$ cat src/rtl/apb_pkg.sv
// Shared APB definitions: FSM state encoding and default bus widths.
package apb_pkg;

  localparam int APB_AW_DEF = 32;
  localparam int APB_DW_DEF = 32;

  typedef enum logic [1:0] {
    IDLE   = 2'd0,
    SETUP  = 2'd1,
    ACCESS = 2'd2,
    RESP   = 2'd3
  } apb_state_e;

endpackage

$ cat src/rtl/apb_bus_master_if.sv
// Request/response handshake plus APB bus bundle for apb_bus_master.
interface apb_bus_master_if
  import apb_pkg::*;
#(
  parameter int AW = APB_AW_DEF,
  parameter int DW = APB_DW_DEF
);

  logic          req_valid;
  logic          req_ready;
  logic [AW-1:0] req_addr;
  logic [DW-1:0] req_wdata;
  logic          req_write;

  logic          resp_valid;
  logic          resp_ready;
  logic [DW-1:0] resp_rdata;
  logic          resp_err;

  logic [AW-1:0] paddr;
  logic [DW-1:0] pwdata;
  logic          pwrite;
  logic          psel;
  logic          penable;
  logic [DW-1:0] prdata;
  logic          pready;
  logic          pslverr;

  modport master (
    input  req_valid, req_addr, req_wdata, req_write,
    output req_ready,
    output resp_valid, resp_rdata, resp_err,
    input  resp_ready,
    output paddr, pwdata, pwrite, psel, penable,
    input  prdata, pready, pslverr
  );

  modport slave (
    output req_valid, req_addr, req_wdata, req_write,
    input  req_ready,
    input  resp_valid, resp_rdata, resp_err,
    output resp_ready,
    input  paddr, pwdata, pwrite, psel, penable,
    output prdata, pready, pslverr
  );

endinterface

$ cat src/rtl/apb_timeout_counter.sv
// ACCESS-phase wait counter; expired pulses on the tick that
// completes the TIMEOUT_CYCLES-th stalled cycle.
module apb_timeout_counter #(
  parameter int TIMEOUT_CYCLES = 256
) (
  input  logic clk,
  input  logic rst_n,
  input  logic clear,
  input  logic tick,
  output logic expired
);

  localparam int CW = $clog2(TIMEOUT_CYCLES + 1);

  logic [CW-1:0] cnt_q;

  always_ff @(posedge clk) begin
    if (!rst_n) begin
      cnt_q <= '0;
    end else if (clear) begin
      cnt_q <= '0;
    end else if (tick) begin
      cnt_q <= cnt_q + 1'b1;
    end
  end

  assign expired = tick &&
    (cnt_q == CW'(TIMEOUT_CYCLES - 1));

endmodule

$ cat src/rtl/apb_bus_master.sv
// Single-outstanding APB requester: valid/ready command in, response out.
// Optional ACCESS timeout enabled by defining APB_TIMEOUT_EN.
module apb_bus_master
  import apb_pkg::*;
#(
  parameter int APB_ADDR_WIDTH = APB_AW_DEF,
  parameter int APB_DATA_WIDTH = APB_DW_DEF,
  parameter int TIMEOUT_CYCLES = 256
) (
  input logic             pclk,
  input logic             presetn,
  apb_bus_master_if.master bus
);

  if (TIMEOUT_CYCLES < 1) begin : g_bad_tmo
    $error("TIMEOUT_CYCLES must be >= 1");
  end

  apb_state_e                state_q;
  logic                      req_ready_q;
  logic                      resp_valid_q;
  logic [APB_DATA_WIDTH-1:0] resp_rdata_q;
  logic                      resp_err_q;
  logic [APB_ADDR_WIDTH-1:0] paddr_q;
  logic [APB_DATA_WIDTH-1:0] pwdata_q;
  logic                      pwrite_q;
  logic                      psel_q;
  logic                      penable_q;
  logic                      tmo_expired;

`ifdef APB_TIMEOUT_EN
  apb_timeout_counter #(
    .TIMEOUT_CYCLES(TIMEOUT_CYCLES)
  ) u_tmo (
    .clk     (pclk),
    .rst_n   (presetn),
    .clear   (state_q == SETUP),
    .tick    ((state_q == ACCESS) && !bus.pready),
    .expired (tmo_expired)
  );
`else
  assign tmo_expired = 1'b0;
`endif

  always_ff @(posedge pclk) begin
    if (!presetn) begin
      state_q      <= IDLE;
      req_ready_q  <= 1'b0;
      resp_valid_q <= 1'b0;
      resp_rdata_q <= '0;
      resp_err_q   <= 1'b0;
      paddr_q      <= '0;
      pwdata_q     <= '0;
      pwrite_q     <= 1'b0;
      psel_q       <= 1'b0;
      penable_q    <= 1'b0;
    end else begin
      unique case (state_q)
        IDLE: begin
          if (bus.req_valid && req_ready_q) begin
            paddr_q     <= bus.req_addr;
            pwdata_q    <= bus.req_wdata;
            pwrite_q    <= bus.req_write;
            psel_q      <= 1'b1;
            penable_q   <= 1'b0;
            req_ready_q <= 1'b0;
            state_q     <= SETUP;
          end else begin
            req_ready_q <= 1'b1;
          end
        end
        SETUP: begin
          penable_q <= 1'b1;
          state_q   <= ACCESS;
        end
        ACCESS: begin
          // pready wins over a timeout landing on the same edge
          if (bus.pready) begin
            resp_rdata_q <= pwrite_q ? '0 : bus.prdata;
            resp_err_q   <= bus.pslverr;
            psel_q       <= 1'b0;
            penable_q    <= 1'b0;
            resp_valid_q <= 1'b1;
            state_q      <= RESP;
          end else if (tmo_expired) begin
            resp_rdata_q <= '0;
            resp_err_q   <= 1'b1;
            psel_q       <= 1'b0;
            penable_q    <= 1'b0;
            resp_valid_q <= 1'b1;
            state_q      <= RESP;
          end
        end
        RESP: begin
          if (bus.resp_ready) begin
            resp_valid_q <= 1'b0;
            req_ready_q  <= 1'b1;
            state_q      <= IDLE;
          end
        end
      endcase
    end
  end

  assign bus.req_ready  = req_ready_q;
  assign bus.resp_valid = resp_valid_q;
  assign bus.resp_rdata = resp_rdata_q;
  assign bus.resp_err   = resp_err_q;
  assign bus.paddr      = paddr_q;
  assign bus.pwdata     = pwdata_q;
  assign bus.pwrite     = pwrite_q;
  assign bus.psel       = psel_q;
  assign bus.penable    = penable_q;

endmodule

$ cat src/flat_wrapper.sv
// flat-port wrapper written by rule: the top's interface ports become plain ports
module apb_bus_master_flat import apb_pkg::*;
#(
  parameter int APB_ADDR_WIDTH = APB_AW_DEF,
  parameter int APB_DATA_WIDTH = APB_DW_DEF,
  parameter int TIMEOUT_CYCLES = 256
)
  (pclk, presetn, bus_req_valid, bus_req_addr, bus_req_wdata, bus_req_write, bus_req_ready, bus_resp_valid, bus_resp_rdata, bus_resp_err, bus_resp_ready, bus_paddr, bus_pwdata, bus_pwrite, bus_psel, bus_penable, bus_prdata, bus_pready, bus_pslverr);
  apb_bus_master_if #(.AW(32), .DW(32)) bus_i ();
  input logic pclk;
  input logic presetn;
  input wire logic [$bits(bus_i.req_valid)-1:0] bus_req_valid;
  input wire logic [$bits(bus_i.req_addr)-1:0] bus_req_addr;
  input wire logic [$bits(bus_i.req_wdata)-1:0] bus_req_wdata;
  input wire logic [$bits(bus_i.req_write)-1:0] bus_req_write;
  output wire logic [$bits(bus_i.req_ready)-1:0] bus_req_ready;
  output wire logic [$bits(bus_i.resp_valid)-1:0] bus_resp_valid;
  output wire logic [$bits(bus_i.resp_rdata)-1:0] bus_resp_rdata;
  output wire logic [$bits(bus_i.resp_err)-1:0] bus_resp_err;
  input wire logic [$bits(bus_i.resp_ready)-1:0] bus_resp_ready;
  output wire logic [$bits(bus_i.paddr)-1:0] bus_paddr;
  output wire logic [$bits(bus_i.pwdata)-1:0] bus_pwdata;
  output wire logic [$bits(bus_i.pwrite)-1:0] bus_pwrite;
  output wire logic [$bits(bus_i.psel)-1:0] bus_psel;
  output wire logic [$bits(bus_i.penable)-1:0] bus_penable;
  input wire logic [$bits(bus_i.prdata)-1:0] bus_prdata;
  input wire logic [$bits(bus_i.pready)-1:0] bus_pready;
  input wire logic [$bits(bus_i.pslverr)-1:0] bus_pslverr;
  assign bus_i.req_valid = bus_req_valid;
  assign bus_i.req_addr = bus_req_addr;
  assign bus_i.req_wdata = bus_req_wdata;
  assign bus_i.req_write = bus_req_write;
  assign bus_req_ready = bus_i.req_ready;
  assign bus_resp_valid = bus_i.resp_valid;
  assign bus_resp_rdata = bus_i.resp_rdata;
  assign bus_resp_err = bus_i.resp_err;
  assign bus_i.resp_ready = bus_resp_ready;
  assign bus_paddr = bus_i.paddr;
  assign bus_pwdata = bus_i.pwdata;
  assign bus_pwrite = bus_i.pwrite;
  assign bus_psel = bus_i.psel;
  assign bus_penable = bus_i.penable;
  assign bus_i.prdata = bus_prdata;
  assign bus_i.pready = bus_pready;
  assign bus_i.pslverr = bus_pslverr;
  apb_bus_master #(.APB_ADDR_WIDTH(APB_ADDR_WIDTH), .APB_DATA_WIDTH(APB_DATA_WIDTH), .TIMEOUT_CYCLES(TIMEOUT_CYCLES)) u_core (.pclk(pclk), .presetn(presetn), .bus(bus_i));
endmodule
$ cat config.mk
export PLATFORM = sky130hd
export DESIGN_NAME = apb_bus_master_flat
export DESIGN_NICKNAME = d
export VERILOG_FILES = /design/src/rtl/apb_pkg.sv /design/src/rtl/apb_bus_master_if.sv /design/src/rtl/apb_timeout_counter.sv /design/src/rtl/apb_bus_master.sv /design/src/flat_wrapper.sv
export SDC_FILE = /design/constraint.sdc
export NUM_CORES = 1
export LEC_CHECK = 0
export ABC_AREA = 1
export CELL_PAD_IN_SITES_DETAIL_PLACEMENT = 0
export CELL_PAD_IN_SITES_GLOBAL_PLACEMENT = 1
export CORE_ASPECT_RATIO = 0.8
export CORE_MARGIN = 2
export CORE_UTILIZATION = 29
export CTS_CLUSTER_DIAMETER = 60
export CTS_CLUSTER_SIZE = 12
export DETAILED_ROUTE_END_ITERATION = 8
export HOLD_SLACK_MARGIN = 0.08
export PLACE_DENSITY = 0.94
export REMOVE_ABC_BUFFERS = 1
export SYNTH_ARGS = -nofsm -noshare
export SYNTH_HDL_FRONTEND = slang
export SYNTH_SLANG_ARGS = --single-unit
$ cat constraint.sdc
create_clock -name pclk -period 3.3 [get_ports pclk]
set_clock_uncertainty 0.1 [all_clocks]
set_input_delay 0.495 -clock pclk [delete_from_list [all_inputs] [get_ports pclk]]
set_output_delay 0.495 -clock pclk [all_outputs]
set_load 0.005 [all_outputs]
Yosys cells after proc, flatten, opt, wreduce, memory -nomap -nowiden. Cells that the tools add are included.

Flip-flop bits (word level): 104. Output and inout port bits: 102. Bits of input ports: 103. Logic and storage cells: 45.

Multiplexer cells: 16. Reductions and logical operators: 13. Equality and inequality tests: 6.

Operator list (number): $mux 32 (1); $reduce_and 3->1 (4); $pmux 2 s4 (1); $mux 1 (7); $mux 2 (3); $pmux 1 s2 (3); $reduce_and 2->1 (3); $reduce_bool 2->1 (3); $eq 2x2->1 const B (2); $ne 2x2->1 const B (2); $pmux 1 s3 (1); $reduce_bool 3->1 (1); $eq 2x1->1 const B (1); $logic_not 2->1 (1); $ne 2x1->1 const B (1); $logic_and 1x1->1 (1).

Depth between registers and ports, before layout. Gate-level depths: netlist (run 1).

Word-level depth: 3. Mapped depth: 8. Gate-level depth less buffers: 8.

Least setup slack after synthesis (run 1). OpenSTA, ideal clock, no wires.

Path kind: reg-to-reg. Start: register u_core.state_q[0]. End: register u_core.resp_rdata_q[10], in the netlist u_core.bus.resp_rdata[10]. Slack: 1.798 ns. Clock period less this slack: 1.502 ns. Stages on the path, launching flop included: 8. Setup time: 0.132 ns. Arrival time: 1.269 ns. Buffers on the path: 1. Cell sequence: dfxtp_1 -> inv_1 -> ha_1 -> nand2_1 -> clkinv_1 -> buf_2 -> nand3_1 -> a21oi_1.

Cells in the longest elaborated chain, start to end: 2.

RTL lines: start, declared (RTL line apb_bus_master.sv:19) `apb_state_e state_q;`; start signal, assigned (RTL line apb_bus_master.sv:47) `state_q <= IDLE;`; start signal, assigned (RTL line apb_bus_master.sv:67) `state_q <= SETUP;`; start signal, assigned (RTL line apb_bus_master.sv:74) `state_q <= ACCESS;`; $eq 2x2->1 (RTL line apb_bus_master.sv:58) `unique case (state_q)`; $reduce_and 2->1 (no source line); end signal, assigned (RTL line apb_bus_master.sv:79) `resp_rdata_q <= pwrite_q ? '0 : bus.prdata;`; end, declared (RTL line apb_bus_master.sv:22) `logic [APB_DATA_WIDTH-1:0] resp_rdata_q;`.

No other way between the ends. A chain may end at the register's enable or synchronous reset.

Final worst setup path (run 1).
Start: register u_core.state_q[0]. End: register u_core.resp_rdata_q[25], in the netlist u_core.bus.resp_rdata[25].

The elaborated chain is that of the path after synthesis.

==> summary.md, run 1 <==
Status
* **outcome** complete, no violations

Clocking
* **number of cells upsized or downsized after cts** 0
* **Clock Tree Buf Depth** 2
* **Clk Tree Root Cell** sky130_fd_sc_hd__clkbuf_16
* **number of hold-repair buffers added at the cts stage** 0
* **CTS H-Tree Depth** 3
* **number of setup buffers added after CTS** 0
* **clk sinks** 104
* **number of clock buffers inserted by TritonCTS** 9
* **TritonCTS clock tree** done
* **later-pin clock latency in the skew report** 0.34 ns
* **Worst-path clk slew** 0.07 ns

GRT
* **maximum number of pins on one net before global-route repair** 71
* **Congestion Overflow GR** 0
* **number of antenna violations at the first check in global routing** 0
* **GRT Overall Usage** 16.0%
* **wire length of the first global-routing pass** 18.4 mm
* **vias in the first global route** 3704

Power and ir drop
* **NetSw** 1.06 mW
* **post-layout power** 3.65 mW
* **Combinational Power Share** 28.7%
* **Sequential Power Share** 41.9%
* **cell internal pwr** 2.59 mW
* **Clk network pwr share** 29.3%
* **Pleak** 2.20 nW
* **maximum resistive drop on vdd** 352 uV
* **proportion of total power due to net switching** 29.0%
* **pwr/cell area** 581 mW/mm^2

Setup path
* **R2R Setup Slk** 1.08 ns
* **end point of the critical path** u_core.bus.resp_rdata[25]$_SDFFE_PN0P_
* **data arrival time of the worst path** 2.33 ns
* **Worst Setup End Kind** flop
* **Worst Setup Path Type** flop to flop
* **crit path max fanout** 34
* **Setup crit start** u_core.state_q[0]$_SDFFE_PN0P_
* **Worst EP required** 3.41 ns
* **Worst Reg2Reg Path Length in Cells** 6
* **Crit Reg-Reg Endpoint** u_core.bus.resp_rdata[25]$_SDFFE_PN0P_
* **startpoint type of the worst setup path** flop
* **reg2reg start** u_core.state_q[0]$_SDFFE_PN0P_

Synth
* **average cell area after synthesis** 7.82 um^2
* **number of instances in the synthesized netlist** 493
* **library cell occupying the most area in the post-synthesis netlist** sky130_fd_sc_hd__dfxtp_1
* **top area cells in the synthesized netlist** sky130_fd_sc_hd__dfxtp_1, sky130_fd_sc_hd__nand2_1, sky130_fd_sc_hd__a21oi_1
* **Yosys top cell area share** 54.0%
* **FFs w/ async S/R, synth** 0%
* **number of enable flip-flop cells after synthesis** 0
* **dominant cell by count in the synthesized netlist** sky130_fd_sc_hd__nand2_1
* **flip-flop and latch count after synthesis** 104
* **share of synthesized area occupied by flip-flops and latches** 54.0%
* **Yosys warning total** 0
* **summed instance area of the synthesized netlist** 0.00386 mm^2
* **synth cell count leaders** sky130_fd_sc_hd__nand2_1, sky130_fd_sc_hd__dfxtp_1, sky130_fd_sc_hd__a21oi_1, sky130_fd_sc_hd__nand3_1, sky130_fd_sc_hd__inv_1
* **Distinct cells, synth** 18
* **ys flop type** sky130_fd_sc_hd__dfxtp_1

STA
* **fin. max-slew vios** 0
* **highest attainable clock frequency** 0.450 GHz
* **Final TNS setup** 0 ns
* **unrepaired setup endpoints after global routing** false
* **final hold slack** 0.364 ns
* **minimum clock period after layout** 2.22 ns
* **Final Hold Fails** 0
* **Max transition margin** 34.8%
* **Final setup viols** 0
* **Slew @ Worst Pin** 0.977 ns
* **final worst path period share** 67.4%

Die
* **die height** 107 um
* **die width** 133 um
* **number of top-level pins** 205
* **full die area** 0.0142 mm^2
* **Initial Util** 29.9%
* **floorplan row count** 37
* **Core ar.** 0.0129 mm^2

Final layout
* **NumNets Final** 788
* **area added between synthesis and finish** 62.8%
* **share of final-layout standard cells stronger than drive strength 1** 3.07%
* **antenna diode count** 0
* **Filler Cell Count** 1196

Drt
* **vias per std cell** 4.53
* **via count of the routed design** 3883
* **drt drc** 0
* **final wirelength** 11.4 mm
* **Routed Antenna Nets** 0
* **1st-pass router iterations** 4
* **wire length per cell after detailed routing** 13.2 um
* **number of DRC markers in iteration 0** 127

Placement
* **final weighted congestion of routability-driven global placement** 0.859
* **number of port buffers** 204
* **post-detail-place hpwl** 7.82 mm

Job
* **max capacitance violation total** 0

Min path
* **Hold WC Path Type** flop to flop

## metrics by stage
step           cells  cell area (um^2)  setup WS (ns)  util, %
3_3_place_gp     842              5980          0.964     46.3
5_1_grt          858              6280          0.862     48.6
2_1_floorplan    459              3660          0.669        -
4_1_cts          858              6280           1.09     48.6
3_5_place_dp     842              5980          0.900     46.3
6_report         858              6280           1.08     48.6
## state kept, by name, indices dropped and copies added, names as in the netlist
name	count
u_core.bus.resp_rdata	32
u_core.bus.req_ready	1
u_core.bus.resp_valid	1
u_core.state_q	2
u_core.bus.pwdata	32
u_core.bus.resp_err	1
u_core.bus.penable	1
u_core.bus.psel	1
u_core.bus.paddr	32
u_core.bus.pwrite	1
## worst max-delay path, stage by stage (launching register included)
cell and delay, ns:
sky130_fd_sc_hd__dfxtp_1 0.40, sky130_fd_sc_hd__inv_1 0.14, sky130_fd_sc_hd__ha_1 0.24, sky130_fd_sc_hd__nand2_1 0.09, sky130_fd_sc_hd__clkinv_1 0.70, sky130_fd_sc_hd__nand3_1 0.31, sky130_fd_sc_hd__a21oi_1 0.10
## cells in the final DEF, fill, tap and decap left out, drive strengths merged
cell / synthesis / routed
a21oi: 98 / 98
nand2: 180 / 180
a31oi: 1 / 1
ha: 7 / 7
clkinv: 1 / 2
buf: 24 / 4
nor2: 9 / 9
nand3: 37 / 37
dfxtp: 104 / 104
o21ai: 2 / 2
clkinvlp: 0 / 2
nand4: 3 / 3
clkbuf: 10 / 12
bufinv: 0 / 1
inv: 17 / 17
clkdlybuf4s50: 0 / 204
## cell type report
class / instances / area (um^2) / area share [%]
inverter: 18 / 67.6 / 1.08
sequential: 104 / 2080 / 33.2
clock buffer: 12 / 246 / 3.93
clock inverter: 4 / 53.8 / 0.857
multi-input combinational: 337 / 1510 / 24.1
tap: 175 / 219 / 3.49
timing repair buffer: 208 / 2100 / 33.4
## power groups by stage
stage | clock, mW | sequential (mW) | combinational (mW)
5_1_grt | 1.16 | 1.55 | 1.16
2_1_floorplan | 0 | 1.56 | 0.439
6_report | 1.07 | 1.53 | 1.05
4_1_cts | 1.11 | 1.53 | 1.06
3_3_place_gp | 0 | 1.55 | 1.04
3_5_place_dp | 0 | 1.56 | 1.06
## worst min-delay path by stage
stage	endpoint	start	depth (start not counted)	slack, ns
after global routing	u_core.bus.paddr[1]$_SDFFE_PN0P_	u_core.bus.paddr[1]$_SDFFE_PN0P_	2	0.39
final	u_core.bus.pwdata[28]$_SDFFE_PN0P_	u_core.bus.pwdata[28]$_SDFFE_PN0P_	2	0.36
after global placement	u_core.bus.resp_rdata[18]$_SDFFE_PN0P_	u_core.bus.resp_rdata[18]$_SDFFE_PN0P_	2	0.35
after CTS	u_core.bus.paddr[9]$_SDFFE_PN0P_	u_core.bus.paddr[9]$_SDFFE_PN0P_	2	0.37
after floorplan	u_core.bus.psel$_SDFFE_PN0P_	u_core.bus.psel$_SDFFE_PN0P_	2	0.36
after detailed placement	u_core.bus.paddr[9]$_SDFFE_PN0P_	u_core.bus.paddr[9]$_SDFFE_PN0P_	2	0.36
## cells by family (layout without fill, tap and decap cells)
logic type      after synthesis  after routing  share of synthesized area [%]
compound gates              101            101                           13.1
buf+inv                      52            242                           6.78
simple gates                229            229                           23.8
flops                       104            104                           54.0
fa+ha+maj                     7              7                           2.27
## per-layer routing
metal | vias to the layer above | share of wire, % | track usage, %
met1 | 1743 | 42 | 19.2
met2 | 175 | 44 | 24.8
met5 | - | 0 | 0
li1 | 1954 | - | -
met4 | 0 | 1.2 | 4.76
met3 | 11 | 13 | 8.61
Note: power is estimated with default switching activity, not from simulation.
==> run 2: changes to the inputs <==
--- a/config.mk
+++ b/config.mk
@@ -10,12 +10,12 @@
 export CELL_PAD_IN_SITES_GLOBAL_PLACEMENT = 1
 export CORE_ASPECT_RATIO = 0.8
 export CORE_MARGIN = 2
-export CORE_UTILIZATION = 29
+export CORE_UTILIZATION = 24
 export CTS_CLUSTER_DIAMETER = 60
 export CTS_CLUSTER_SIZE = 12
 export DETAILED_ROUTE_END_ITERATION = 8
 export HOLD_SLACK_MARGIN = 0.08
-export PLACE_DENSITY = 0.94
+export PLACE_DENSITY = 0.84
 export REMOVE_ABC_BUFFERS = 1
 export SYNTH_ARGS = -nofsm -noshare
 export SYNTH_HDL_FRONTEND = slang
==> constraint.sdc (replaced) <==
create_clock -name pclk -period 1.8 [get_ports pclk]
set_clock_uncertainty 0.1 [all_clocks]
set_input_delay 0.27 -clock pclk [delete_from_list [all_inputs] [get_ports pclk]]
set_output_delay 0.27 -clock pclk [all_outputs]
set_load 0.005 [all_outputs]
==> summary.md, run 2 (same netlist as run 1, synthesis figures left out) <==
Status
* **outcome** complete, no violations

Drt
* **wire length per cell after detailed routing** 12.9 um, -2.4%
* **drt drc** 0, unchanged
* **Routed Antenna Nets** 0, unchanged
* **number of DRC markers in iteration 0** 160, +26%
* **final wirelength** 11.7 mm, +2.9%
* **1st-pass router iterations** 5, +1
* **vias per std cell** 4.23, -6.6%
* **via count of the routed design** 3820, -1.6%

Die
* **full die area** 0.0171 mm^2, +20%
* **Core ar.** 0.0157 mm^2, +22%
* **number of top-level pins** 205, unchanged
* **Initial Util** 24.5%, -5.4 points
* **die width** 146 um, +9.6%
* **floorplan row count** 41, +11%
* **die height** 117 um, +9.6%

Final layout
* **area added between synthesis and finish** 66.9%
* **antenna diode count** 0, unchanged
* **Filler Cell Count** 1613, +35%
* **share of final-layout standard cells stronger than drive strength 1** 4.21%, +1.1 points
* **most common cell after layout, fill and taps aside** sky130_fd_sc_hd__clkdlybuf4s50_1
* **NumNets Final** 794, +0.76%
* **Final Util** 40.9%, -7.8 points
* **most used cells in the layout excluding fill and tap cells** sky130_fd_sc_hd__clkdlybuf4s50_1, sky130_fd_sc_hd__nand2_1, sky130_fd_sc_hd__dfxtp_1
* **Layout Cells excl Fill** 904, +5.4%

Setup path
* **data arrival time of the worst path** 1.25 ns, -1.08 ns
* **Worst Setup Path Type** flop to primary output
* **delay-heaviest family, CP** buffers and inverters
* **Worst Setup End Kind** primary output
* **crit path buf inv count** 1, -1
* **Worst EP required** 1.43 ns, -1.98 ns
* **R2R Setup Slk** 0.19 ns, -0.89 ns
* **peak per-stage delay on the critical path** 0.53 ns, -0.17 ns
* **Critical Path, Cell by Cell** clkdlybuf4s50_1
* **crit path max fanout** 4, -88%
* **startpoint type of the worst setup path** flop
* **slowest library cell on the worst path** sky130_fd_sc_hd__clkdlybuf4s50_1

STA
* **final worst path period share** 90.1%
* **minimum clock period after layout** 1.62 ns
* **worst path setup slack after routing** 0.177 ns, -0.899 ns
* **Max transition margin** 75.2%, +40 points
* **Slew @ Worst Pin** 0.371 ns, -0.606 ns
* **Final setup viols** 0, unchanged
* **Final Hold Fails** 0, unchanged
* **highest attainable clock frequency** 0.616 GHz
* **unrepaired setup endpoints after global routing** false
* **fin. max-slew vios** 0, unchanged
* **Final TNS setup** 0 ns, unchanged

Job
* **max capacitance violation total** 0, unchanged

Clocking
* **Clock Tree Buf Depth** 2, unchanged
* **CTS H-Tree Depth** 3, unchanged
* **later-pin clock latency in the skew report** 0.34 ns, about the same
* **number of clock buffers inserted by TritonCTS** 9, unchanged
* **TritonCTS clock tree** done
* **Worst-path clk slew** 0.06 ns, about the same
* **number of setup buffers added after CTS** 0, unchanged
* **clk sinks** 104, unchanged
* **Clk Tree Root Cell** sky130_fd_sc_hd__clkbuf_16

Power and ir drop
* **maximum resistive drop on vdd** 428 uV, +22%
* **pwr/cell area** 1050 mW/mm^2, +81%
* **post-layout power** 6.78 mW, +86%
* **Pleak** 2.26 nW, +2.4%

Placement
* **post-detail-place hpwl** 8.13 mm, +3.9%
* **final weighted congestion of routability-driven global placement** 0.716, -17%
* **number of port buffers** 204, unchanged
* **Inst Count DP** 888, +5.5%
* **Setup WS pre-CTS** 0.144 ns, -0.755 ns

GRT
* **number of antenna violations at the first check in global routing** 0, unchanged
* **wire length of the first global-routing pass** 19.0 mm, +3.0%
* **vias in the first global route** 3646, -1.6%
* **maximum number of pins on one net before global-route repair** 81, +14%
* **GRT Overall Usage** 13.6%, -2.4 points
* **Congestion Overflow GR** 0, unchanged

Min path
* **Hold WC Path Type** flop to flop

-- run 2: changes by cell type in the layout (fill, tap and decap cells not counted), sizes merged --
| cell | change |
|---|---|
| inv | +1 |
| clkinv | +1 |
| buf | +6 |
| clkbuf | -2 |
-- run 2: cell type report --
type | count | area, um^2 | share of cell area (%)
Timing Repair Buffer | 214 | 2200 | 34.3
Sequential cell | 104 | 2080 | 32.4
Multi-Input combinational cell | 337 | 1520 | 23.5
Tap cell | 215 | 269 | 4.18
Clock buffer | 10 | 229 | 3.56
Clock inverter | 6 | 67.6 | 1.05
Inverter | 18 | 67.6 | 1.05
-- run 2: routing by layer --
metal	wire length (um)	share of wire (%)	track usage (%)
met5	0	0	0
met4	100	0.86	3.68
met3	1140	9.7	6.69
met2	5030	43	20.0
met1	5420	46	17.7
-- run 2: worst register-to-register path: cells and delay by family (launching register included) --
family	cells	cell delay (ns)
adder cells (fa/ha/maj)	1	0.22
flip-flops	1	0.38
buffers and inverters	3	0.50
AO/OA/AOI/OAI	1	0.06
AND/OR/NAND/NOR	2	0.23
-- run 2: per-stage QoR --
| stage | area [um^2] | hold WS, ns |
|---|---|---|
| after floorplan | 3660 | 0.290 |
| after global placement | 6140 | 0.351 |
| after detailed placement | 6140 | 0.355 |
| after CTS | 6430 | 0.354 |
| after global routing | 6430 | 0.368 |
| final | 6430 | 0.364 |
-- run 2: worst paths after layout --
| check | startpoint | endpoint | cells past startpoint |
|---|---|---|---|
| worst min register to register | u_core.bus.pwdata[1]$_SDFFE_PN0P_ | u_core.bus.pwdata[1]$_SDFFE_PN0P_ | 2 |
| worst max register to register | u_core.state_q[0]$_SDFFE_PN0P_ | u_core.bus.resp_rdata[10]$_SDFFE_PN0P_ | 7 |
| worst min-delay path | u_core.bus.pwdata[1]$_SDFFE_PN0P_ | u_core.bus.pwdata[1]$_SDFFE_PN0P_ | 2 |
| worst max-delay path | u_core.bus.req_ready$_SDFFE_PN0P_ | bus_req_ready | 1 |
-- run 2: timing repair --
item,4_1_cts,5_1_grt
gates resized for setup,0,1
setup endpoints to repair,0,5
hold buffers,0,0
-- run 2: where the power goes --
group	total [mW]	internal [mW]	switching, mW	leakage [nW]
registers	2.80	2.62	0.179	0.844
clock network	1.96	1.08	0.873	0.139
logic	2.02	1.09	0.931	1.27
total	6.78	4.79	1.98	2.26
